--- src/rtl/bpred_ctr_update.sv ---
// Retire-side updater for the bimodal 2-bit counter table: queues resolved branches,
// reads each counter, saturates it toward the outcome and writes it back one cycle later.
module bpred_ctr_update #(
    parameter int SRAM_DEPTH = 64,
    parameter int SRAM_INDEX = 6,
    parameter int SRAM_WIDTH = 2,
    parameter int Q_DEPTH    = 4,
    parameter int Q_LOG      = 2
) (
    input  logic                  clk,
    input  logic                  reset,
    input  logic                  upd_valid_i,
    input  logic [SRAM_INDEX-1:0] upd_index_i,
    input  logic                  upd_taken_i,
    output logic                  upd_ready_o,
    output logic                  re1_o,
    output logic [SRAM_INDEX-1:0] addr1_o,
    input  logic [SRAM_WIDTH-1:0] data1_i,
    output logic                  we_o,
    output logic [SRAM_INDEX-1:0] addrWr_o,
    output logic [SRAM_WIDTH-1:0] data_o,
    output logic [Q_LOG:0]        occupancy_o,
    output logic                  busy_o
);

    if (SRAM_DEPTH != (1 << SRAM_INDEX) || Q_DEPTH != (1 << Q_LOG) || SRAM_WIDTH != 2) begin : g_param_check
        $error("bpred_ctr_update: inconsistent table/queue parameters");
    end

    localparam logic [Q_LOG:0]        Q_FULL  = (Q_LOG+1)'(Q_DEPTH);
    localparam logic [SRAM_WIDTH-1:0] CTR_MAX = '1;

    function automatic logic [SRAM_WIDTH-1:0] sat_next(input logic [SRAM_WIDTH-1:0] cur,
                                                       input logic                  taken);
        if (taken)
            return (cur == CTR_MAX) ? CTR_MAX : cur + 1'b1;
        else
            return (cur == '0) ? '0 : cur - 1'b1;
    endfunction

    logic [SRAM_INDEX-1:0] q_idx [Q_DEPTH];
    logic                  q_tkn [Q_DEPTH];
    logic [Q_LOG-1:0]      head;
    logic [Q_LOG-1:0]      tail;
    logic [Q_LOG:0]        occ;

    logic                  push;
    logic                  pop;
    logic [SRAM_INDEX-1:0] head_idx_p0;
    logic                  head_tkn_p0;
    logic [SRAM_WIDTH-1:0] cur_p0;
    logic [SRAM_WIDTH-1:0] next_p0;

    logic                  vld_p1;
    logic [SRAM_INDEX-1:0] addr_p1;
    logic [SRAM_WIDTH-1:0] ctr_p1;

    assign upd_ready_o = (occ != Q_FULL);
    assign push        = upd_valid_i && upd_ready_o;
    assign pop         = (occ != '0);

    // Stage p0: FIFO head drives read port 1; bypass covers a write still in flight
    always_comb begin
        head_idx_p0 = q_idx[head];
        head_tkn_p0 = q_tkn[head];
        cur_p0      = (vld_p1 && addr_p1 == head_idx_p0) ? ctr_p1 : data1_i;
        next_p0     = sat_next(cur_p0, head_tkn_p0);
    end

    assign re1_o   = pop;
    assign addr1_o = pop ? head_idx_p0 : '0;

    always_ff @(posedge clk) begin
        if (push) begin
            q_idx[tail] <= upd_index_i;
            q_tkn[tail] <= upd_taken_i;
        end
    end

    always_ff @(posedge clk or negedge reset) begin
        if (!reset) begin
            head <= '0;
            tail <= '0;
            occ  <= '0;
        end else begin
            if (push)
                tail <= tail + 1'b1;
            if (pop)
                head <= head + 1'b1;
            case ({push, pop})
                2'b10:   occ <= occ + 1'b1;
                2'b01:   occ <= occ - 1'b1;
                default: occ <= occ;
            endcase
        end
    end

    // Stage p1: write-port register, loaded on every dequeue
    always_ff @(posedge clk or negedge reset) begin
        if (!reset) begin
            vld_p1  <= 1'b0;
            addr_p1 <= '0;
            ctr_p1  <= '0;
        end else begin
            vld_p1 <= pop;
            if (pop) begin
                addr_p1 <= head_idx_p0;
                ctr_p1  <= next_p0;
            end
        end
    end

    assign we_o        = vld_p1;
    assign addrWr_o    = addr_p1;
    assign data_o      = ctr_p1;
    assign occupancy_o = occ;
    assign busy_o      = (occ != '0) || vld_p1;

endmodule
--- config.mk ---
export PLATFORM = sky130hd
export DESIGN_NAME = bpred_ctr_update
export DESIGN_NICKNAME = d
export VERILOG_FILES = /design/src/rtl/bpred_ctr_update.sv
export SDC_FILE = /design/constraint.sdc
export NUM_CORES = 1
export LEC_CHECK = 0
export CORE_ASPECT_RATIO = 0.8
export CORE_MARGIN = 2
export CORE_UTILIZATION = 61
export CTS_CLUSTER_SIZE = 8
export DETAILED_ROUTE_END_ITERATION = 10
export DONT_BUFFER_PORTS = 1
export GPL_TIMING_DRIVEN = 0
export PLACE_DENSITY = 0.78
export RECOVER_POWER = 100
export SYNTH_ARGS = -nofsm -noshare
export SYNTH_HDL_FRONTEND = slang
export SYNTH_SLANG_ARGS = --single-unit
--- constraint.sdc ---
create_clock -name clk -period 2.6 [get_ports clk]
set_input_delay 0.26 -clock clk [delete_from_list [all_inputs] [get_ports clk]]
set_output_delay 0.26 -clock clk [all_outputs]
set_load 0.05 [all_outputs]
==> flow_summary.json <==
{
  "status": "completed",
  "grt_remaining_overflow": 0,
  "fin_crit_sh_pct": 93.47,
  "drt_first_iter_violations": 90,
  "hold-path-cell-count": 0,
  "hold_violations": 0,
  "multi_input_area_sq_um": 628.1,
  "synth_top_area_share_pct": 43.50,
  "setup_viol": 0,
  "numPortBuffers": 0,
  "finalWirelength_microns": 3226,
  "die_h_microns": 54.35,
  "vias": 1045,
  "tightestPinTransition_ps": 733.6,
  "clockBufferDepth": 2,
  "yosysTopAreaCell": "edfxtp_1",
  "crit_chain": "nor3_2, inv_1, clkbuf_2, and2_1",
  "syn_area_per_cell_sq_um": 14.99,
  "cts_sinks": 44,
  "grt_max_degree": 17,
  "synth-async-reset-ratio_pct": 36.36,
  "rows": 18,
  "crit_arrival_ps": 2170,
  "seqCellArea_sq_um": 1245,
  "syn_nets": 146,
  "path_buf_inv": 2,
  "worst_setup_path_end_kind": "output port",
  "wl_per_cell_microns": 18.12,
  "cp_max_fo": 11,
  "cap_viol_max_count": 0,
  "netlist_instances": 129,
  "critical_path_required_ps": 2340,
  "syn2layout_area_growth_pct": 6.990,
  "ios": 33,
  "antenna_found_initial": 0,
  "skew_ps": 4.060,
  "coreArea_sq_um": 3063,
  "nets": 154,
  "synth-seq-cells": 44,
  "cp.depth": 4,
  "vias_per_cell": 5.871,
  "antenna_left": 0,
  "fin_crit_ps": 2430,
  "cts_made_buffers": 5,
  "slew-limit-headroom_pct": 50.93,
  "initial_core_util_pct": 63.11,
  "r2r_cells": 6,
  "clkTransAtPathRegs_ps": 80,
  "clock_latency_ps": 290,
  "criticalPathCategory": "register to output port",
  "fillers": 218,
  "first_global_vias": 1027,
  "die_area_sq_um": 3638,
  "yosysUniqueCellTypes": 28,
  "synth.cell_area_sq_um": 1933,
  "ys_seq_area_share_pct": 64.21,
  "first_pass_iters": 4,
  "cts.root.buffer_cell": "clkbuf_8",
  "synth-edff-count": 28,
  "cts_tree": "built",
  "h-tree-depth": 2,
  "globalplace.congestion": 0.6698,
  "rsz0062_at_grt": "no",
  "drive_above_1_share_pct": 14.49,
  "die_x_microns": 66.94,
  "min_path_type": "input pin to register",
  "grt_usage_pct": 20.13,
  "ys_warn_count": 0,
  "cpPeakStageDelay_ps": 560,
  "cp-start-kind": "register",
  "clock.fmax_ghz": 0.4115,
  "path_delay_family": "simple AND/OR/NAND/NOR gates",
  "drc_errors": 0,
  "synth_top_flop_cell": "edfxtp_1",
  "holdWs_ps": 59.36,
  "slew_violations": 0,
  "grt_pass1_wl_microns": 4940,
  "n_antenna_cell": 0,
  "ys_top_cells_by_area": "edfxtp_1, dfrtp_1, mux4_2",
  "place_hpwl_microns": 2277,
  "crit_slowest_cell": "dfrtp_2"
}
==> synthesized netlist by cell type, types with 2 or more instances <==
cell type and n:
xnor2_1 6, mux2i_1 2, a21oi_1 9, edfxtp_1 28, and3_1 4, xor2_1 3
o21ai_0 3, o31ai_1 2, nor3_1 2, ha_1 4, inv_1 6, mux4_2 7
and2_1 7, dfrtp_1 16, clkbuf_1 4, nand2_1 5, a21o_1 7, nor2_1 4
==> placed cells by master (no fill, tap or decap), types with 5 or more instances in the layout <==
cell       n
xnor2_1    6
nand2_1    5
mux4_2     7
inv_1      6
a21oi_1    9
and2_1     6
clkbuf_8   5
dfrtp_1   13
a21o_1     7
edfxtp_1  28
==> routing by layer <==
layer	vias up	global-route usage (%)	wire, microns
met5	-	0	0
met3	5	7.202	231
li1	488	-	-
met1	523	25.88	1379
met2	29	30.83	1553
met4	0	10.20	62
==> state kept, by name, summed over array words and instances (netlist names) <==
register	flops
addrWr_o	6
data_o	2
head	2
occupancy_o	3
q_idx	24
q_tkn	4
tail	2
we_o	1
==> repair_timing <==
item                                    CTS  global route
hold endpoints to repair                 16             0
gates cloned                              0             0
resized for setup                         1             5
endpoints found under the setup margin    7             9
hold buffers                              1             0
buffers inserted                          0             0
==> final timing paths <==
path / from / to / slack, ps
setup / recovery: occupancy_o[1] / addr1_o[0] / 170
hold / removal: upd_index_i[2] / q_idx[0][2] / 60
setup reg to reg: head[1] / data_o[0] / 240
hold reg to reg: head[0] / head[0] / 630
max in group asynchronous: reset / occupancy_o[0] / 1620
min in group asynchronous: reset / addrWr_o[1] / 470
==> worst reg2reg max path, stage by stage (launching register included) <==
cell and delay [ps]:
dfrtp_1 330, clkbuf_1 400, mux4_2 440, xnor2_1 170, nand4_1 130, nor4_1 410
mux2_1 370
==> through the flow <==
stage          utilization [%]  cell area, sq um  instances  setup slack, ps  setup TNS, ps
3_5_place_dp             64.75              1983        169           -28.82         -143.8
6_report                 67.52              2068        178            169.8              0
5_1_grt                  67.52              2068        178            46.55              0
3_3_place_gp             64.75              1983        169           -6.324         -6.324
4_1_cts                  67.85              2078        178            10.33              0
2_1_floorplan                -              1933        129            207.0              0
==> logic make-up after synthesis <==
logic type	share of synthesized area (%)
and+or+nand+nor	8.091
muxes	9.773
DFF	64.21
adders and majority gates	3.625
xor gates and xnor gates	4.078
buffers and inverters	2.524
AOI/OAI and AO/OA	7.702
==> cell type report <==
type                            count  area share [%]
Clock buffer                        6           3.509
Multi-Input combinational cell     74           30.37
Timing Repair Buffer                1          0.4840
Tap cell                           40           2.420
Buffer                              5           1.391
Clock inverter                      2          0.5445
Inverter                            6           1.089
Sequential cell                    44           60.19
Power is not shown: default switching activity piles up to over one toggle a cycle in this logic, so the estimate is an artifact.
